--- config.mk ---
export PLATFORM = sky130hd
export DESIGN_NAME = sha3_sponge_ctrl_flat
export DESIGN_NICKNAME = d
export VERILOG_FILES = /design/src/rtl/sha3_sponge_ctrl_if.sv /design/src/rtl/sha3_sponge_ctrl.sv /design/src/flat_wrapper.sv
export SDC_FILE = /design/constraint.sdc
export NUM_CORES = 1
export LEC_CHECK = 0
export BUFFER_PORTS_ARGS = -buffer_cell sky130_fd_sc_hd__buf_2
export CORE_ASPECT_RATIO = 2
export CORE_MARGIN = 10
export CORE_UTILIZATION = 44
export DETAILED_ROUTE_END_ITERATION = 10
export GPL_ROUTABILITY_DRIVEN = 0
export MAX_ROUTING_LAYER = met4
export PLACE_DENSITY = 0.77
export SETUP_SLACK_MARGIN = 0.1
export SYNTH_ARGS = -nofsm -noshare
export SYNTH_HDL_FRONTEND = slang
export SYNTH_SLANG_ARGS = --single-unit
export TNS_END_PERCENT = 1
--- constraint.sdc ---
create_clock -name ACLK -period 2.9 [get_ports ACLK]
set_input_delay 0.29 -clock ACLK [delete_from_list [all_inputs] [get_ports ACLK]]
set_output_delay 0.29 -clock ACLK [all_outputs]
set_load 0.02 [all_outputs]
--- src/rtl/sha3_sponge_ctrl_if.sv ---
// Message-lane stream into the SHA3 sponge sequencer, with the per-message full_dump select.
interface sha3_sponge_ctrl_if;
  logic [63:0] s_tdata;
  logic [3:0]  s_tkeep;
  logic [1:0]  s_tid;
  logic        s_tlast;
  logic        s_tvalid;
  logic        s_tready;
  logic        full_dump;

  modport master (
    output s_tdata, s_tkeep, s_tid, s_tlast, s_tvalid, full_dump,
    input  s_tready
  );

  modport slave (
    input  s_tdata, s_tkeep, s_tid, s_tlast, s_tvalid, full_dump,
    output s_tready
  );
endinterface

--- src/rtl/sha3_sponge_ctrl.sv ---
// SHA3 sponge sequencer: absorbs 64-bit lanes, inserts FIPS 202 padding, runs the Keccak core, hands off to the serializer.
// Optional feature: define SHA3_BLK_CNT_EN to build the per-message permutation counter on blk_cnt.
module sha3_sponge_ctrl #(
  parameter int PERM_MAX = 255
) (
  input  logic              ACLK,
  input  logic              ARESET,
  sha3_sponge_ctrl_if.slave s_axis,
  output logic              st_clr,
  output logic              st_xor_en,
  output logic [4:0]        st_xor_idx,
  output logic [63:0]       st_xor_data,
  output logic              perm_start,
  input  logic              perm_done,
  output logic              out_ready,
  output logic              out_mode,
  output logic [1:0]        out_tid,
  input  logic              out_last,
  output logic              busy,
  output logic              err,
  output logic [15:0]       blk_cnt
);

  // state   | meaning
  // IDLE    | wait for first beat; latch tid/full_dump, clear core
  // ABSORB  | accept lanes, XOR data (plus inline padding) into state
  // PAD     | write padding lanes not covered by the final beat
  // PERM    | permutation running, watchdog armed
  // SQUEEZE | serializer owns the state until out_last
  typedef enum logic [2:0] {IDLE, ABSORB, PAD, PERM, SQUEEZE} state_t;

  state_t      state, state_d;
  logic [4:0]  lane_cnt, lane_cnt_d;
  logic [4:0]  pad_idx, pad_idx_d;
  logic        pend06, pend06_d;
  logic        final_q, final_d;
  logic        padnext, padnext_d;
  logic [7:0]  wd_cnt, wd_cnt_d;
  logic        err_d;
  logic        out_mode_d;
  logic [1:0]  out_tid_d;
  logic        st_clr_d;
  logic        st_xor_en_d;
  logic [4:0]  st_xor_idx_d;
  logic [63:0] st_xor_data_d;
  logic        perm_start_d;

  logic [4:0]  last_lane;
  logic        beat;
  logic [3:0]  keep_k;
  logic [5:0]  keep_sh;
  logic [63:0] keep_mask;
  logic [63:0] pad06;

  always_comb begin
    case (out_tid)
      2'd0:    last_lane = 5'd17;
      2'd1:    last_lane = 5'd16;
      2'd2:    last_lane = 5'd12;
      default: last_lane = 5'd8;
    endcase
  end

  assign beat      = s_axis.s_tvalid && s_axis.s_tready;
  assign keep_k    = (s_axis.s_tkeep > 4'd8) ? 4'd8 : s_axis.s_tkeep;
  assign keep_sh   = {keep_k[2:0], 3'b000};
  assign keep_mask = keep_k[3] ? {64{1'b1}} : ((64'h1 << keep_sh) - 64'h1);
  assign pad06     = 64'h06 << keep_sh;

  always_comb begin
    state_d       = state;
    lane_cnt_d    = lane_cnt;
    pad_idx_d     = pad_idx;
    pend06_d      = pend06;
    final_d       = final_q;
    padnext_d     = padnext;
    wd_cnt_d      = wd_cnt;
    err_d         = err;
    out_mode_d    = out_mode;
    out_tid_d     = out_tid;
    st_clr_d      = 1'b0;
    st_xor_en_d   = 1'b0;
    st_xor_idx_d  = 5'd0;
    st_xor_data_d = 64'd0;
    perm_start_d  = 1'b0;

    case (state)
      IDLE: begin
        if (s_axis.s_tvalid) begin
          out_tid_d  = s_axis.s_tid;
          out_mode_d = ~s_axis.full_dump;
          st_clr_d   = 1'b1;
          err_d      = 1'b0;
          lane_cnt_d = 5'd0;
          final_d    = 1'b0;
          padnext_d  = 1'b0;
          state_d    = ABSORB;
        end
      end

      ABSORB: begin
        if (beat) begin
          st_xor_en_d   = 1'b1;
          st_xor_idx_d  = lane_cnt;
          st_xor_data_d = s_axis.s_tdata & keep_mask;
          if (!s_axis.s_tlast) begin
            if (lane_cnt == last_lane) state_d = PERM;
            else                       lane_cnt_d = lane_cnt + 5'd1;
          end else if (!keep_k[3]) begin
            st_xor_data_d = st_xor_data_d | pad06;
            if (lane_cnt == last_lane) begin
              st_xor_data_d = st_xor_data_d | 64'h8000_0000_0000_0000;
              final_d       = 1'b1;
              state_d       = PERM;
            end else begin
              pad_idx_d = last_lane;
              pend06_d  = 1'b0;
              state_d   = PAD;
            end
          end else if (lane_cnt != last_lane) begin
            pad_idx_d = lane_cnt + 5'd1;
            pend06_d  = 1'b1;
            state_d   = PAD;
          end else begin
            // block is full: the 0x06 byte goes into lane 0 of a fresh block
            padnext_d = 1'b1;
            state_d   = PERM;
          end
        end
      end

      PAD: begin
        st_xor_en_d   = 1'b1;
        st_xor_idx_d  = pad_idx;
        st_xor_data_d = (pend06 ? 64'h06 : 64'h0) |
                        ((pad_idx == last_lane) ? 64'h8000_0000_0000_0000 : 64'h0);
        if (pad_idx == last_lane) begin
          final_d = 1'b1;
          state_d = PERM;
        end else begin
          pad_idx_d = last_lane;
          pend06_d  = 1'b0;
        end
      end

      PERM: begin
        // perm_start is high only in the entry cycle, where perm_done is ignored
        if (!perm_start && perm_done) begin
          if (final_q) begin
            state_d = SQUEEZE;
          end else if (padnext) begin
            padnext_d = 1'b0;
            pad_idx_d = 5'd0;
            pend06_d  = 1'b1;
            state_d   = PAD;
          end else begin
            lane_cnt_d = 5'd0;
            state_d    = ABSORB;
          end
        end else if (wd_cnt == 8'd0) begin
          err_d   = 1'b1;
          state_d = IDLE;
        end else begin
          wd_cnt_d = wd_cnt - 8'd1;
        end
      end

      SQUEEZE: begin
        if (out_last) state_d = IDLE;
      end

      default: state_d = IDLE;
    endcase

    if ((state_d == PERM) && (state != PERM)) begin
      perm_start_d = 1'b1;
      wd_cnt_d     = 8'(PERM_MAX);
    end
  end

  always_ff @(posedge ACLK or posedge ARESET) begin
    if (ARESET) begin
      state           <= IDLE;
      lane_cnt        <= 5'd0;
      pad_idx         <= 5'd0;
      pend06          <= 1'b0;
      final_q         <= 1'b0;
      padnext         <= 1'b0;
      wd_cnt          <= 8'd0;
      err             <= 1'b0;
      out_mode        <= 1'b0;
      out_tid         <= 2'd0;
      st_clr          <= 1'b0;
      st_xor_en       <= 1'b0;
      st_xor_idx      <= 5'd0;
      st_xor_data     <= 64'd0;
      perm_start      <= 1'b0;
      s_axis.s_tready <= 1'b0;
      out_ready       <= 1'b0;
      busy            <= 1'b0;
    end else begin
      state           <= state_d;
      lane_cnt        <= lane_cnt_d;
      pad_idx         <= pad_idx_d;
      pend06          <= pend06_d;
      final_q         <= final_d;
      padnext         <= padnext_d;
      wd_cnt          <= wd_cnt_d;
      err             <= err_d;
      out_mode        <= out_mode_d;
      out_tid         <= out_tid_d;
      st_clr          <= st_clr_d;
      st_xor_en       <= st_xor_en_d;
      st_xor_idx      <= st_xor_idx_d;
      st_xor_data     <= st_xor_data_d;
      perm_start      <= perm_start_d;
      s_axis.s_tready <= (state_d == ABSORB);
      out_ready       <= (state_d == SQUEEZE);
      busy            <= (state_d != IDLE);
    end
  end

`ifdef SHA3_BLK_CNT_EN
  always_ff @(posedge ACLK or posedge ARESET) begin
    if (ARESET)                                 blk_cnt <= 16'd0;
    else if (st_clr_d)                          blk_cnt <= 16'd0;
    else if (perm_start_d && blk_cnt != 16'hFFFF) blk_cnt <= blk_cnt + 16'd1;
  end
`else
  assign blk_cnt = 16'd0;
`endif

endmodule

--- src/flat_wrapper.sv ---
// flat-port wrapper written by rule: the top's interface ports become plain ports
module sha3_sponge_ctrl_flat 
#(
  parameter int PERM_MAX = 255
)
  (ACLK, ARESET, st_clr, st_xor_en, st_xor_idx, st_xor_data, perm_start, perm_done, out_ready, out_mode, out_tid, out_last, busy, err, blk_cnt, s_axis_s_tdata, s_axis_s_tkeep, s_axis_s_tid, s_axis_s_tlast, s_axis_s_tvalid, s_axis_full_dump, s_axis_s_tready);
  sha3_sponge_ctrl_if s_axis_i ();
  input  logic ACLK;
  input  logic ARESET;
  output logic st_clr;
  output logic st_xor_en;
  output logic [4:0] st_xor_idx;
  output logic [63:0] st_xor_data;
  output logic perm_start;
  input  logic perm_done;
  output logic out_ready;
  output logic out_mode;
  output logic [1:0] out_tid;
  input  logic out_last;
  output logic busy;
  output logic err;
  output logic [15:0] blk_cnt;
  input wire logic [$bits(s_axis_i.s_tdata)-1:0] s_axis_s_tdata;
  input wire logic [$bits(s_axis_i.s_tkeep)-1:0] s_axis_s_tkeep;
  input wire logic [$bits(s_axis_i.s_tid)-1:0] s_axis_s_tid;
  input wire logic [$bits(s_axis_i.s_tlast)-1:0] s_axis_s_tlast;
  input wire logic [$bits(s_axis_i.s_tvalid)-1:0] s_axis_s_tvalid;
  input wire logic [$bits(s_axis_i.full_dump)-1:0] s_axis_full_dump;
  output wire logic [$bits(s_axis_i.s_tready)-1:0] s_axis_s_tready;
  assign s_axis_i.s_tdata = s_axis_s_tdata;
  assign s_axis_i.s_tkeep = s_axis_s_tkeep;
  assign s_axis_i.s_tid = s_axis_s_tid;
  assign s_axis_i.s_tlast = s_axis_s_tlast;
  assign s_axis_i.s_tvalid = s_axis_s_tvalid;
  assign s_axis_i.full_dump = s_axis_full_dump;
  assign s_axis_s_tready = s_axis_i.s_tready;
  sha3_sponge_ctrl #(.PERM_MAX(PERM_MAX)) u_core (.ACLK(ACLK), .ARESET(ARESET), .s_axis(s_axis_i), .st_clr(st_clr), .st_xor_en(st_xor_en), .st_xor_idx(st_xor_idx), .st_xor_data(st_xor_data), .perm_start(perm_start), .perm_done(perm_done), .out_ready(out_ready), .out_mode(out_mode), .out_tid(out_tid), .out_last(out_last), .busy(busy), .err(err), .blk_cnt(blk_cnt));
endmodule
; Word-level counts from Yosys, hierarchy flattened
; Cells that the tools add are included.
[totals]
out_inout_bits = 95
input_bits = 77
word_cells = 162
reg_bits = 103
[op_classes]
reduce_logical = 20
shifts = 2
n_bitwise = 4
n_lt_le_gt_ge = 1
eq_ne = 34
mux = 80
addsub = 3
[op_table]
columns = operator, n
row1 = $mux W64, 6
row2 = $or A64 B64 Y64, 2
row3 = $pmux W64 S2, 1
row4 = $mux W5, 17
row5 = $and A64 B64 Y64, 1
row6 = $shl A1 B6 Y64 const A, 1
row7 = $shl A3 B6 Y64 const A, 1
row8 = $sub A64 B1 Y64 const B, 1
row9 = $pmux W5 S3, 3
row10 = $mux W3, 11
row11 = $mux W8, 4
row12 = $mux W1, 29
row13 = $ne A2 B2 Y1 const B, 12
row14 = $reduce_and A8 Y1, 2
row15 = $pmux W3 S5, 1
row16 = $ne A2 B1 Y1 const B, 7
row17 = $reduce_bool A3 Y1, 4
row18 = $eq A5 B5 Y1, 2
row19 = $pmux W5 S2, 1
row20 = $eq A3 B2 Y1 const B, 3
row21 = $pmux W1 S3, 3
row22 = $reduce_and A9 Y1, 1
row23 = $logic_not A8 Y1, 1
row24 = $sub A8 B1 Y8 const B, 1
row25 = 22 further kinds, 29

; Depth between registers and ports, before layout
[depth]
word_depth = 12
ltp_mapped = 9
mapped_depth_nobuf = 7

; Worst setup path before layout
; Ideal clock, no wire load.
[synth_timing]
kind = register to register
start = reg u_core.wd_cnt[0]
end = reg u_core.busy
path_buffers = 2
arrival_ns = 2.078
setup_slack_ns = 0.676
stages_incl_launch_ff = 10
setup_time_ns = 0.146
period_less_slack_ns = 2.224
cell_sequence = dfrtp_1 inv_1 ha_1 or4b_1 buf_2 o311ai_4 nand3_1 a211oi_2 buf_6 nand4b_1
[synth_between]
elab_chain_cells = 5
[synth_lines]
columns = element, line
row1 = from (decl), sha3_sponge_ctrl.sv:38  ; logic [7:0] wd_cnt, wd_cnt_d;
row2 = from (signal assigned), sha3_sponge_ctrl.sv:208  ; wd_cnt <= wd_cnt_d;
row3 = $logic_not A8 Y1, sha3_sponge_ctrl.sv:160  ; end else if (wd_cnt == 8'd0) begin
row4 = $mux W3, sha3_sponge_ctrl.sv:160
row5 = $mux W3, sha3_sponge_ctrl.sv:148  ; if (!perm_start && perm_done) begin
row6 = $pmux W3 S5, sha3_sponge_ctrl.sv:87  ; case (state)
row7 = $reduce_bool A3 Y1, sha3_sponge_ctrl.sv:219  ; busy <= (state_d != IDLE);
row8 = to (signal assigned), sha3_sponge_ctrl.sv:219
row9 = to (decl), sha3_sponge_ctrl.sv:19  ; output logic busy,
; No other way between the ends.
; A chain may end at the register's enable or synchronous reset.

; Worst setup path after layout
[layout_timing]
start = reg u_core.state[0]
end = reg u_core.pad_idx[2]
[layout_between]
elab_chain_cells = 3
elab_cells_between_ends = 14
[layout_lines]
columns = element, line
row1 = from (decl), sha3_sponge_ctrl.sv:32  ; state_t state, state_d;
row2 = from (signal assigned), sha3_sponge_ctrl.sv:202  ; state <= state_d;
row3 = $eq A3 B1 Y1 / $eq A3 B2 Y1 (equally long branches), sha3_sponge_ctrl.sv:87
row4 = $ne A3 B2 Y1 (no line) (tied with other cells), n/a
row5 = $reduce_and A9 Y1 (no line), n/a
row6 = to (signal assigned), sha3_sponge_ctrl.sv:204  ; pad_idx <= pad_idx_d;
row7 = to (decl), sha3_sponge_ctrl.sv:34  ; logic [4:0] pad_idx, pad_idx_d;
; Parallel ways exist; a longest one is shown, timed or not.

==> flow_metrics.py <==
metrics = {
    "run_status": {
        "status": "finished clean",
    },
    "placed_design": {
        "dp_hpwl_mm": 10.2,
        "port_buffers": 155,
    },
    "floorplanning": {
        "dieArea_mm2": 0.0149,
        "die_x_um": 91.5,
        "io_pins": 172,
        "start_util": 0.447,
        "die_h_um": 163,
        "core_area_mm2": 0.0101,
        "rows": 52,
    },
    "finish": {
        "drive_above_1_share": 0.344,
        "fin_util": 0.562,
        "regArea_mm2": 0.00258,
        "n_antenna_cell": 0,
        "multi_input_area_mm2": 0.00173,
        "fillCellCount": 887,
        "syn_to_final_growth_pct": 25.8,
        "nets": 652,
    },
    "power": {
        "powerDensity_mw_per_mm2": 831,
        "ir_drop_uv": 447,
        "total_power_mw": 4.71,
        "power_leakage_nw": 3.08,
    },
    "clock_network": {
        "cts_buffers": 9,
        "clock_tree.root_cell": "clkbuf_16",
        "htreeDepth": 3,
        "clk_pin_slew_ns": 0.07,
        "cts_resized": 0,
        "cts.path.max_buffers": 2,
        "cts_tree": "yes",
        "cts.sinks": 103,
        "insertion_delay_ns": 0.34,
        "ctsHoldBuffers": 0,
        "post_cts_buffers": 0,
    },
    "synthesis": {
        "yosysTopAreaCell": "dfrtp_1",
        "ys_seq_area_frac": 0.572,
        "syn-cell-area_mm2": 0.00450,
        "async_reset_ff_frac": 1.00,
        "synthTopCellsByArea": "dfrtp_1 57%, and3_1 4.2%, nand2_1 3.6%",
        "synthFlopType": "dfrtp_1",
        "ys_types": 55,
        "netlist_instances": 417,
        "synth_top_cell_area_share": 0.572,
        "synth-edff-count": 0,
        "synth_seq_cells": 103,
        "synth_common_cells": "103 x dfrtp_1, 43 x nand2_1, 30 x and3_1",
        "synth_area_per_cell_um2": 10.8,
        "synth_most_common_cell": "dfrtp_1",
        "ys_warn_count": 0,
    },
    "timing": {
        "slew_viol_final": 0,
        "setup_viol": 0,
        "slew-limit-headroom": 0.339,
        "finalCritPeriodShare": 0.842,
        "tns_ns": 0,
        "rsz0062_at_grt": "no",
        "hold_viol": 0,
        "skew_ns": 0.00985,
        "fin_crit_ns": 2.44,
        "max_freq_ghz": 0.409,
        "holdWs_ns": 0.0638,
        "worst_pin_slew_ns": 0.984,
    },
    "route": {
        "drt_pre_antenna_iters": 4,
        "vias_per_cell": 5.20,
        "ant_nets": 0,
        "routed_wirelength_mm": 13.1,
        "vias": 3700,
        "drt_iter0_drc": 111,
        "drc": 0,
        "wire_per_inst_um": 18.4,
    },
    "worst_setup_path": {
        "r2r_setup_slack_ns": 0.46,
        "critPathCaptureType": "flop",
        "cp_slowest_cell": "a211oi_2",
        "rr_endpoint": "u_core.pad_idx[2]",
        "cp_slowest_stage_delay_ns": 0.57,
        "r2r-start": "u_core.state[0]",
        "crit_family": "compound AO/OA/AOI/OAI gates",
        "critPathKind": "reg2reg",
        "rr_worst_depth": 5,
        "crit_arrival_ns": 2.67,
        "critPathMaxFanout": 10,
        "worstSetupStartpointType": "flop",
        "cp_num_buf_inv": 0,
        "crit_chain": "nor2b_1, and2_1, a2bb2oi_1, a211oi_2, mux2_2",
        "cp.required_ns": 3.13,
    },
    "global_routing": {
        "grt-ovfl-total": 0,
        "grt_pass1_vias": 3977,
        "grt_use_total": 0.177,
        "grt_max_degree": 68,
        "grt_first_pass_wirelength_mm": 20.3,
        "antenna_found_initial": 0,
    },
    "run": {
        "maxCapViolCount": 0,
    },
    "hold_path": {
        "hold_class": "in2async",
    },
}
-- how the worst max path moves through the flow --
stage / start / end / slack (ns) / cells past startpoint
2_1_floorplan: u_core.wd_cnt[0] / u_core.busy / 0.68 / 9
3_3_place_gp: u_core.state[0] / u_core.pad_idx[4] / 0.61 / 5
3_5_place_dp: u_core.state[0] / u_core.pad_idx[0] / 0.53 / 5
4_1_cts: u_core.state[0] / u_core.pad_idx[2] / 0.51 / 5
5_1_grt: u_core.state[0] / u_core.pad_idx[3] / 0.30 / 5
6_report: u_core.state[0] / u_core.pad_idx[2] / 0.46 / 5
-- final cells by class --
type | count | area share
Clock buffer | 9 | 0.0397
Clock inverter | 7 | 0.0124
Inverter | 12 | 0.00861
Multi-Input combinational cell | 280 | 0.304
Sequential cell | 103 | 0.455
Tap cell | 135 | 0.0298
Timing Repair Buffer | 165 | 0.150
-- placed cells by master, fill, tap and decap left out, types with 3 or more instances in the layout --
cell | Yosys | final
clkbuf_16 | 0 | 9
buf_4 | 16 | 10
nor2b_1 | 3 | 3
nand2b_1 | 4 | 4
a21boi_0 | 3 | 3
and3_1 | 30 | 30
conb_1 | 1 | 16
nor3_1 | 11 | 11
nand3b_1 | 5 | 5
dfrtp_1 | 103 | 103
buf_2 | 4 | 155
and2_1 | 19 | 19
a211oi_1 | 3 | 3
nor2_1 | 17 | 17
xor2_1 | 4 | 4
nand2_1 | 43 | 43
o21ai_0 | 18 | 18
nand3_1 | 13 | 13
or2_2 | 3 | 3
ha_1 | 4 | 4
mux2_2 | 6 | 6
o31ai_1 | 3 | 3
inv_1 | 11 | 10
inv_6 | 0 | 3
mux2i_1 | 4 | 4
xnor2_1 | 7 | 7
a22o_1 | 5 | 5
a21oi_1 | 20 | 20
-- cell families (layout without fill, tap and decap cells) --
| group | Yosys count | count (layout) | synth area share |
|---|---|---|---|
| AOI/OAI and AO/OA | 79 | 79 | 0.124 |
| xor gates and xnor gates | 11 | 11 | 0.0214 |
| adders and majority gates | 4 | 4 | 0.0111 |
| buffers and inverters | 49 | 193 | 0.0570 |
| DFF | 103 | 103 | 0.572 |
| muxes | 10 | 10 | 0.0239 |
| other | 1 | 16 | 0.000833 |
| and+or+nand+nor | 160 | 160 | 0.189 |
-- tightest hold or removal path: stages --
cell and delay (ns):
buf_2 0.11, clkinvlp_4 0.06, buf_4 0.37
-- state kept, by name, summed over array words and instances, names as in the netlist --
name / cells
u_core.err: 1
u_core.final_q: 1
u_core.busy: 1
u_core.out_mode: 1
u_core.pend06: 1
u_core.st_xor_data: 64
u_core.st_xor_idx: 5
u_core.pad_idx: 5
u_core.st_xor_en: 1
u_core.lane_cnt: 5
u_core.state: 3
u_core.padnext: 1
u_core.perm_start: 1
u_core.out_ready: 1
u_core.st_clr: 1
u_core.wd_cnt: 8
u_core.out_tid: 2
u_core.s_axis.s_tready: 1
-- power by group --
group          internal (mW)  total, mW  switching (mW)
Clock                  0.607       1.18           0.577
Sequential              1.74       1.99           0.247
Combinational          0.578       1.54           0.959
-- per-layer routing --
layer / GRT usage / share of wire
met1: 0.166 / 0.35
met2: 0.317 / 0.55
met3: 0.0446 / 0.066
met4: 0.0981 / 0.038
met5: - / 0
-- stage by stage --
step,instance area [um^2],worst slack [ns],std cells
2_1_floorplan,4560,0.676,432
3_3_place_gp,5370,0.612,695
3_5_place_dp,5370,0.529,695
4_1_cts,5670,0.512,711
5_1_grt,5670,0.301,711
6_report,5670,0.458,711
Power figures use the tool's default switching activity.
